`config.mk`:
```
export PLATFORM = sky130hd
export DESIGN_NAME = pipe_skid
export DESIGN_NICKNAME = d
export VERILOG_FILES = /design/src/rtl/pipe_skid.sv
export SDC_FILE = /design/constraint.sdc
export NUM_CORES = 1
export LEC_CHECK = 0
export CAP_MARGIN = 30
export CORE_MARGIN = 3
export CORE_UTILIZATION = 41
export CTS_CLUSTER_DIAMETER = 40
export DETAILED_ROUTE_END_ITERATION = 10
export GPL_ROUTABILITY_DRIVEN = 0
export GPL_TIMING_DRIVEN = 1
export PLACE_DENSITY_LB_ADDON = 0.08
export SETUP_SLACK_MARGIN = 0.05
export SLEW_MARGIN = 25
export SYNTH_ARGS = -nofsm -noshare
export SYNTH_HDL_FRONTEND = slang
export SYNTH_SLANG_ARGS = --single-unit
```
`constraint.sdc`:
```
create_clock -name clk -period 3.1 [get_ports clk]
set_input_delay 0.31 -clock clk [delete_from_list [all_inputs] [get_ports clk]]
set_output_delay 0.31 -clock clk [all_outputs]
set_load 0.1 [all_outputs]
```
`src/rtl/pipe_skid.sv`:
```
// Two-entry elastic pipeline stage: a main register feeding o_data and a skid
// register that absorbs one extra beat so o_ready never depends on i_ready.
module pipe_skid #(
    parameter int DATA_WIDTH        = 32,
    parameter bit FLUSH_CLEARS_DATA = 1'b1
) (
    input  logic                  clk,
    input  logic                  rst,
    input  logic                  flush,
    input  logic                  i_valid,
    input  logic [DATA_WIDTH-1:0] i_data,
    output logic                  o_ready,
    output logic                  o_valid,
    output logic [DATA_WIDTH-1:0] o_data,
    input  logic                  i_ready,
    output logic [1:0]            o_occupancy
);

    typedef enum logic [1:0] {
        EMPTY = 2'd0,
        FULL  = 2'd1,
        SKID  = 2'd2
    } state_t;

    state_t                state_q, state_d;
    logic [DATA_WIDTH-1:0] main_q, main_d;
    logic [DATA_WIDTH-1:0] skid_q, skid_d;
    logic                  in_xfer;
    logic                  out_xfer;

    // Ready is forced low during reset; otherwise it depends only on registered state.
    assign o_ready     = ~rst & (state_q != SKID);
    assign o_valid     = (state_q != EMPTY);
    assign o_data      = main_q;
    assign o_occupancy = state_q;

    assign in_xfer  = i_valid & o_ready;
    assign out_xfer = o_valid & i_ready;

    always_comb begin
        state_d = state_q;
        main_d  = main_q;
        skid_d  = skid_q;
        if (flush) begin
            state_d = EMPTY;
            if (FLUSH_CLEARS_DATA) begin
                main_d = '0;
                skid_d = '0;
            end
        end else begin
            case (state_q)
                EMPTY: begin
                    if (in_xfer) begin
                        main_d  = i_data;
                        state_d = FULL;
                    end
                end
                FULL: begin
                    if (in_xfer && out_xfer) begin
                        main_d = i_data;
                    end else if (out_xfer) begin
                        state_d = EMPTY;
                    end else if (in_xfer) begin
                        skid_d  = i_data;
                        state_d = SKID;
                    end
                end
                SKID: begin
                    if (out_xfer) begin
                        main_d  = skid_q;
                        state_d = FULL;
                    end
                end
                default: begin
                    state_d = EMPTY;
                end
            endcase
        end
    end

    always_ff @(posedge clk or posedge rst) begin
        if (rst) begin
            state_q <= EMPTY;
            main_q  <= '0;
            skid_q  <= '0;
        end else begin
            state_q <= state_d;
            main_q  <= main_d;
            skid_q  <= skid_d;
        end
    end

endmodule

```
==> out/metrics.cfg, run 1 <==
[cells_and_area]
stdcell_count = 469
antenna_cells = 0
n_fill_cell = 674
postLayoutCoreUtil = 0.574
fin_area_mm2 = 0.00401
drive_above_1_share = 0.0831
fin_nets = 406
area_growth_syn_to_layout_pct = 32.5

[routing]
ant_nets = 0
first_pass_iters = 4
via_per_inst = 4.96
via_count = 2328
first_iter_violations = 109
route.detailed.drc = 0
wl_per_cell_um = 14.1
wl_mm = 6.59

[synthesis]
syn-cell-area_mm2 = 0.00302
syn_avg_cell_area_um2 = 9.98
synth_cells = 303
postSynthRegisterBits = 66
synth_nets = 340
ys_types = 21
yosysWarnings = 0
ys_seq_area_frac = 0.546

[setup_path]
crit_cells = 1
endpoint = o_occupancy[0]
rr_worst_depth = 5
r2r_start = o_occupancy[0]
cp.arrival_ns = 1.92
worstPathRequired_ns = 2.79
cp_slowest_cell = clkdlybuf4s50_1
crit_fanout = 4
r2r_end = skid_q[27]
max_stage_delay_ns = 1.17
worstSetupPathType = reg -> out
regToRegSetupSlack_ns = 1.29
crit_path_start_kind = register
cp-startpoint = o_occupancy[0]
path_buf_inv = 1
crit_path_end_kind = output port
path_cells = clkdlybuf4s50_1
cp_top_family = buffers and inverters

[place]
place.port_buffers = 72
placed_cells = 454
dp_hpwl_mm = 4.17
place_area_mm2 = 0.00380
pre_cts_ws_ns = 0.838

[clock_network]
cts.sinks = 66
clk_path_buf_depth = 2
cts_root_buf = clkbuf_8
hold_buffers = 0
cts_resized = 0
cts_setup_buffers = 0
numCtsBuffers = 9
cts.clk_slew.worst_paths_ns = 0.07
cts_htree_levels = 3
cts_tree = yes
clk_latency_ns = 0.33

[global_routing]
first_global_vias = 2252
grt-ovfl-total = 0
antenna_found_initial = 0
grt_usage = 0.163
grt_max_degree = 67
grt_first_pass_wirelength_mm = 11.0

[sta]
setup_slack_ns = 0.872
finalCriticalPeriod_ns = 2.23
hold_viol = 0
hold_ws_ns = 0.474
final_max_slew_viol_count = 0
skew_ns = 0.00886
setup_violations = 0
max_slew_margin = 0.347
rsz0062_at_grt = no
tightest_slew_ns = 0.976
tns_ns = 0
fin_crit_sh = 0.719
max_freq_mhz = 449

[die]
start_util = 0.433
boundaryPins = 73
rows = 30
chipWidth_um = 91.9
core_mm2 = 0.00698
dieArea_mm2 = 0.00844
die_y_um = 91.9

[power]
p_clk_frac = 0.331
ir_worst_vdd_uv = 298
switchingPower_mw = 0.743
p_int_mw = 1.48
combPwrFrac = 0.252
leakagePower_nw = 1.86
seqPwrFrac = 0.417
swShare = 0.334
p_per_area_mw_per_mm2 = 556
p_total_mw = 2.23

[run_status]
status = finished clean

[flow_run]
maxCapViolCount = 0

[worst_hold_path]
min_path_type = reg -> reg

power by group through the flow:
stage	Combinational, mW	Sequential, mW	Clock [mW]
3_5_place_dp	0.566	0.944	0
3_3_place_gp	0.564	0.944	0
6_report	0.562	0.928	0.737
2_1_floorplan	0.127	1.22	0
5_1_grt	0.589	0.934	0.805
4_1_cts	0.567	0.929	0.756
cell families (layout without fill, tap and decap cells):
group                  after synthesis  after routing  synth area share
DFF                                 66             66             0.546
muxes                               32             32             0.106
and+or+nand+nor                    108            108             0.143
AOI/OAI and AO/OA                   70             70             0.150
buffers and inverters               27             97            0.0546
sequential cells by signal, summed over array words and instances (netlist names):
| name | cells |
|---|---|
| o_data | 32 |
| skid_q | 32 |
| o_occupancy | 2 |
cell usage after synthesis (all sizes together):
| library cell | n | area (um^2) |
|---|---|---|
| nand2 | 99 | 372 |
| nand3b | 1 | 7.51 |
| o31ai | 32 | 240 |
| inv | 3 | 11.3 |
| a22oi | 1 | 7.51 |
| buf | 16 | 124 |
| o21ai | 3 | 15.0 |
| dfrtp | 66 | 1650 |
| nor2b | 2 | 12.5 |
| nor3 | 1 | 5.00 |
| nor2 | 1 | 3.75 |
| clkbuf | 8 | 30.0 |
| a311oi | 1 | 26.3 |
| or3 | 1 | 6.26 |
| nand2b | 2 | 12.5 |
| and3b | 1 | 12.5 |
| mux2i | 32 | 320 |
| a21oi | 33 | 165 |
metal layers:
| metal | part of all wire | wire length [um] | track usage |
|---|---|---|---|
| met1 | 0.50 | 3300 | 0.227 |
| met2 | 0.45 | 2940 | 0.248 |
| met3 | 0.043 | 281 | 0.0328 |
| met4 | 0.010 | 68 | 0.0668 |
| met5 | 0 | 0 | 0 |
layout make-up:
class                           instances  area, um^2  share of cell area
Multi-Input combinational cell        210        1210               0.303
Clock inverter                          2        35.0             0.00874
Inverter                                3        11.3             0.00281
Clock buffer                           13         169              0.0422
Timing Repair Buffer                   79         806               0.201
Tap cell                               96         120              0.0300
Sequential cell                        66        1650               0.412
worst register-to-register path: stages (launching register included):
cell      delay, ns
dfrtp_1        0.42
nand2b_1       0.16
or3_1          0.58
buf_4          0.32
nand2_1        0.10
a21oi_1        0.07
placed cells by master, fill, tap and decap left out, types with 2 or more instances in the layout:
cell             instances
a21oi_1                 33
mux2i_1                 32
inv_2                    2
nor2b_1                  2
buf_12                   2
nand2_1                 98
buf_4                    7
dfrtp_1                 66
o21ai_0                  2
o31ai_1                 32
clkbuf_8                12
nand2b_1                 2
clkdlybuf4s50_1         68
how the worst min path moves through the flow:
stage,startpoint,to,slack [ns],cells past startpoint
after floorplan,i_data[0],skid_q[0],0.44,2
after global placement,o_data[22],o_data[22],0.46,2
after detailed placement,o_data[1],o_data[1],0.47,2
after CTS,o_data[1],o_data[1],0.48,2
after global routing,o_data[3],o_data[3],0.51,2
final,o_data[3],o_data[3],0.47,2
No activity file was read; power rests on OpenSTA's default activity.
==> run 2, diff against run 1 <==
==> constraint.sdc (replaced) <==
create_clock -name clk -period 2.1 [get_ports clk]
set_input_delay 0.21 -clock clk [delete_from_list [all_inputs] [get_ports clk]]
set_output_delay 0.21 -clock clk [all_outputs]
set_load 0.1 [all_outputs]
==> run 2 against run 1 <==
Die area is the same. Count of clock-buffer cells in the layout shrank 4. Register-to-register slack lost 0.77 ns. Utilization shrank 0.75 points. Sequential share of layout area grew 0.61 points. Cell count grew 1.1%. Critical path type is now reg -> reg. Highest routed layer unchanged. Critical endpoint is now o_data[0]. Hold slack lost 0.11 ns. Total power grew 46%. Clock power grew 42%. Clock skew shrank 0.0036 ns.
==> out/metrics.cfg, run 2 (synthesized netlist as in run 1, its figures left out) <==
[clock_network]
cts_resized = 0  ; unchanged
clk_path_buf_depth = 2  ; unchanged
clk_latency_ns = 0.34  ; about the same
numCtsBuffers = 9  ; unchanged
cts_root_buf = clkbuf_8
cts.clk_slew.worst_paths_ns = 0.07  ; about the same
hold_buffers = 0  ; unchanged
cts_htree_levels = 3  ; unchanged
cts_setup_buffers = 0  ; unchanged
cts_tree = yes
cts.sinks = 66  ; unchanged

[setup_path]
worstSetupPathType = reg -> reg
r2r_end = o_data[0]
r2r_start = o_occupancy[1]
crit_fanout = 32  ; +28
crit_path_end_kind = register
regToRegSetupSlack_ns = 0.52  ; -0.77 ns
cp.arrival_ns = 1.82  ; -0.10 ns
crit_path_start_kind = register
rr_worst_depth = 5  ; unchanged
worstPathRequired_ns = 2.34  ; -0.45 ns

[sta]
fin_crit_sh = 0.752
tightest_slew_ns = 0.573  ; -0.403 ns
finalCriticalPeriod_ns = 1.58
setup_slack_ns = 0.520  ; -0.351 ns
final_max_slew_viol_count = 0  ; unchanged
setup_violations = 0  ; unchanged
hold_ws_ns = 0.368  ; -0.106 ns
hold_viol = 0  ; unchanged
rsz0062_at_grt = no
skew_ns = 0.00523  ; -0.00364 ns
tns_ns = 0  ; unchanged
max_freq_mhz = 633
max_slew_margin = 0.618  ; +0.271

[routing]
via_count = 2401  ; +3.1%
wl_mm = 6.71  ; +1.8%
first_iter_violations = 107  ; -1.8%
via_per_inst = 5.07  ; +2.0%
route.detailed.drc = 0  ; unchanged
wl_per_cell_um = 14.2  ; +0.75%
ant_nets = 0  ; unchanged
first_pass_iters = 4  ; unchanged

[cells_and_area]
final_cell_mix = nand2_1, dfrtp_1, buf_4, clkdlybuf4s50_1
layout_commonest_cell = nand2_1
fin_area_mm2 = 0.00395  ; -1.3%
drive_above_1_share = 0.193  ; +0.110
fin_nets = 410  ; +0.99%
antenna_cells = 0  ; unchanged
stdcell_count = 474  ; +1.1%
area_growth_syn_to_layout_pct = 30.8

[worst_hold_path]
min_to = o_occupancy[0]
whs_path_depth = 2  ; unchanged
min_path_type = in -> reg
hold_start = flush

[power]
leakagePower_nw = 1.92  ; +3.1%
ir_worst_vdd_uv = 451  ; +51%
p_per_area_mw_per_mm2 = 821  ; +48%

[global_routing]
grt_max_degree = 41  ; -39%
grt-ovfl-total = 0  ; unchanged
antenna_found_initial = 0  ; unchanged
first_global_vias = 2301  ; +2.2%
grt_first_pass_wirelength_mm = 11.4  ; +3.5%
grt_usage = 0.169  ; +0.00612

[die]
dieArea_mm2 = 0.00844  ; unchanged
rows = 30  ; unchanged
die_y_um = 91.9  ; unchanged
chipWidth_um = 91.9  ; unchanged
start_util = 0.433  ; unchanged
core_mm2 = 0.00698  ; unchanged
boundaryPins = 73  ; unchanged

[place]
pre_cts_ws_ns = 0.219  ; -0.618 ns
placed_cells = 458  ; +0.88%
place.port_buffers = 72  ; unchanged
place_area_mm2 = 0.00376  ; -1.1%
dp_hpwl_mm = 4.31  ; +3.3%

[flow_run]
maxCapViolCount = 0  ; unchanged

[run_status]
status = finished clean

[run 2: changes by cell type in the layout (fill, tap and decap cells not counted), sizes merged]
cell | previous run | this run
buf | 11 | 48
clkinvlp | 0 | 2
clkbuf | 13 | 9
clkinv | 1 | 3
clkdlybuf4s50 | 68 | 35
inv | 3 | 4
[run 2: cell type report]
class                           instances  area, um^2
Fill cell                             645        3030
Sequential cell                        66        1650
Multi-Input combinational cell        210        1220
Timing Repair Buffer                   83         758
Clock buffer                            9         124
Tap cell                               96         120
Clock inverter                          7        68.8
Inverter                                3        11.3
[run 2: worst max path at each step]
stage / start / end
floorplan: rst / o_occupancy[0]
global placement: i_ready / o_data[7]
detailed placement: i_ready / o_data[4]
CTS: o_occupancy[1] / o_data[4]
global route: o_occupancy[1] / o_data[4]
finish: o_occupancy[1] / o_data[0]
[run 2: routing by layer]
metal / vias up / GRT usage / wire [um]
met4: 0 / 0.0483 / 38
met3: 4 / 0.0484 / 334
met2: 61 / 0.254 / 3090
met1: 1166 / 0.238 / 3240
met5: - / 0 / 0
li1: 1170 / - / -
[run 2: power breakdown]
group	switching (mW)	internal, mW
clock network	0.508	0.546
logic	0.615	0.209
registers	0.0368	1.33
[run 2: through the flow]
stage / util / total power [mW]
floorplan: - / 1.99
global placement: 0.539 / 2.22
detailed placement: 0.539 / 2.23
CTS: 0.566 / 3.29
global route: 0.566 / 3.38
finish: 0.566 / 3.25
[run 2: critical path, stage by stage, from the launching register on]
cell and delay, ns:
dfrtp_2 0.48, and3b_4 0.22, a311oi_4 0.39, buf_12 0.23, nand2_1 0.08, o31ai_1 0.06
==> run 3, diff against run 2 <==
==> constraint.sdc (replaced) <==
create_clock -name clk -period 1.3 [get_ports clk]
set_input_delay 0.13 -clock clk [delete_from_list [all_inputs] [get_ports clk]]
set_output_delay 0.13 -clock clk [all_outputs]
set_load 0.1 [all_outputs]
==> run 3 against run 2 <==
The flow now finishes with violations (negative setup slack). Sequential share of layout area shrank 7.3 points. Global-route usage increased by 1.2 points. Clock skew grew 0.0051 ns.
==> out/metrics.cfg, run 3 (synthesized netlist as in run 1, its figures left out) <==
[clock_network]
cts_root_buf = clkbuf_8
clk_path_buf_depth = 2  ; unchanged
clk_latency_ns = 0.34  ; about the same
numCtsBuffers = 9  ; unchanged
cts.sinks = 66  ; unchanged
cts.clk_slew.worst_paths_ns = 0.07  ; about the same
cts_tree = yes
cts_htree_levels = 3  ; unchanged

[power]
ir_worst_vdd_uv = 646  ; +43%
leakagePower_nw = 2.21  ; +16%
seqPwrFrac = 0.387  ; -0.035
p_clk_frac = 0.329  ; +0.004
swShare = 0.329  ; -0.0282
p_int_mw = 3.93  ; +88%
combPwrFrac = 0.285  ; +0.031
p_per_area_mw_per_mm2 = 1220  ; +49%
switchingPower_mw = 1.93  ; +66%

[place]
dp_hpwl_mm = 4.46  ; +3.4%
place.port_buffers = 72  ; unchanged
place_area_mm2 = 0.00431  ; +15%

[global_routing]
grt_first_pass_wirelength_mm = 12.1  ; +6.4%
grt_usage = 0.181  ; +0.0116
grt-ovfl-total = 0  ; unchanged
grt_max_degree = 67  ; +63%
antenna_found_initial = 0  ; unchanged
first_global_vias = 2499  ; +8.6%

[routing]
wl_mm = 7.66  ; +14%
via_per_inst = 5.15  ; +1.6%
wl_per_cell_um = 15.5  ; +9.5%
ant_nets = 0  ; unchanged
first_iter_violations = 112  ; +4.7%
via_count = 2543  ; +5.9%
route.detailed.drc = 0  ; unchanged
first_pass_iters = 5  ; +1

[die]
dieArea_mm2 = 0.00844  ; unchanged
start_util = 0.433  ; unchanged
chipWidth_um = 91.9  ; unchanged
core_mm2 = 0.00698  ; unchanged
die_y_um = 91.9  ; unchanged
boundaryPins = 73  ; unchanged
rows = 30  ; unchanged

[sta]
setup_slack_ns = -0.276  ; -0.796 ns
setup_violations = 68  ; +68
final_max_slew_viol_count = 0  ; unchanged
tightest_slew_ns = 0.347  ; -0.226 ns
max_slew_margin = 0.769  ; +0.151
skew_ns = 0.0103  ; +0.00511 ns
hold_viol = 0  ; unchanged
max_freq_mhz = 635  ; +0.24%
hold_ws_ns = 0.299  ; -0.0694 ns
fin_crit_sh = 1.21  ; +0.460
rsz0062_at_grt = yes
finalCriticalPeriod_ns = 1.58  ; -0.00374 ns

[flow_run]
maxCapViolCount = 0  ; unchanged

[setup_path]
r2r_start = o_occupancy[1]
path_cells = and3b_4 > a311oi_4 > buf_6 > buf_12 > nand2_1 > o31ai_2
cp.arrival_ns = 1.82  ; about the same
crit_path_end_kind = register
regToRegSetupSlack_ns = -0.28  ; -0.80 ns
crit_path_start_kind = register
crit_fanout = 20  ; -38%
worstPathRequired_ns = 1.54  ; -0.80 ns
r2r_end = o_data[19]
rr_worst_depth = 6  ; +1
cp_slowest_cell = dfrtp_4
max_stage_delay_ns = 0.51  ; +0.03 ns
worstSetupPathType = reg -> reg

[worst_hold_path]
hold_start = flush
whs_path_depth = 3  ; +1
min_to = o_occupancy[1]
min_path_type = in -> reg

[cells_and_area]
fin_nets = 430  ; +4.9%
antenna_cells = 0  ; unchanged
layout_commonest_cell = nand2_1
area_growth_syn_to_layout_pct = 58.7
drive_above_1_share = 0.264  ; +0.0707
final_cell_mix = nand2_1, dfrtp_1, buf_12, clkdlybuf4s50_1, mux2i_1
fin_area_mm2 = 0.00480  ; +21%
n_fill_cell = 534  ; -17%

[run_status]
violations = negative setup slack
status = finished with violations

[run 3: changes by cell type in the layout (fill, tap and decap cells not counted), sizes merged]
cell	change
buf	+17
inv	-2
bufinv	+1
clkinv	-2
clkbuf	+6
[run 3: power groups by stage]
stage / logic, mW / registers [mW] / clock network, mW
after floorplan: 0.312 / 2.92 / 0
after global placement: 1.60 / 2.30 / 0
after detailed placement: 1.61 / 2.30 / 0
after CTS: 1.64 / 2.27 / 1.97
after global routing: 1.73 / 2.28 / 2.06
final: 1.67 / 2.27 / 1.92
[run 3: worst max-delay path by stage]
| stage | start | end | slack [ns] | cells past startpoint |
|---|---|---|---|---|
| floorplan | o_occupancy[1] | o_data[7] | -0.56 | 6 |
| global placement | i_ready | skid_q[13] | -0.38 | 7 |
| detailed placement | i_ready | skid_q[31] | -0.43 | 7 |
| CTS | o_occupancy[1] | o_data[19] | -0.23 | 5 |
| global route | o_occupancy[1] | o_data[14] | -0.35 | 6 |
| finish | o_occupancy[1] | o_data[19] | -0.28 | 6 |
[run 3: area by class of cell]
class                      instances  area, um^2  area share
clock buffer                      12         145      0.0303
tap                               96         120      0.0250
inverter                           3        20.0     0.00417
clock inverter                     4        76.3      0.0159
timing repair buffer             103        1490       0.311
sequential                        66        1660       0.346
multi-input combinational        210        1280       0.267
[run 3: routing by layer]
| metal | vias to the layer above | part of all wire | track usage |
|---|---|---|---|
| met5 | - | 0 | 0 |
| li1 | 1220 | - | - |
| met3 | 7 | 0.059 | 0.0582 |
| met4 | 0 | 0.0065 | 0.0446 |
| met2 | 69 | 0.49 | 0.285 |
| met1 | 1247 | 0.44 | 0.242 |
[run 3: stage by stage]
step	setup TNS [ns]	cells	power, mW	util	worst slack, ns
after floorplan	-30.18	303	3.23	-	-0.563
after global placement	-22.94	469	3.90	0.617	-0.380
after detailed placement	-25.76	469	3.92	0.617	-0.430
after CTS	-10.51	490	5.88	0.669	-0.228
after global routing	-17.40	494	6.07	0.687	-0.350
final	-13.09	494	5.86	0.687	-0.276
[run 3: worst max-delay path: cells and delay by family, from the launching register on]
family                 cells  cell delay [ns]
DFF                        1             0.51
AOI/OAI and AO/OA          2             0.34
buffers and inverters      2             0.34
and+or+nand+nor            2             0.28
[run 3: what timing repair did]
item	4_1_cts	5_1_grt
gates cloned	2	3
buffers inserted	3	2
gates resized for setup	29	13
hold buffers	0	0
pin swaps	7	6
setup endpoints to repair	69	69
endpoints found under the hold margin	0	0
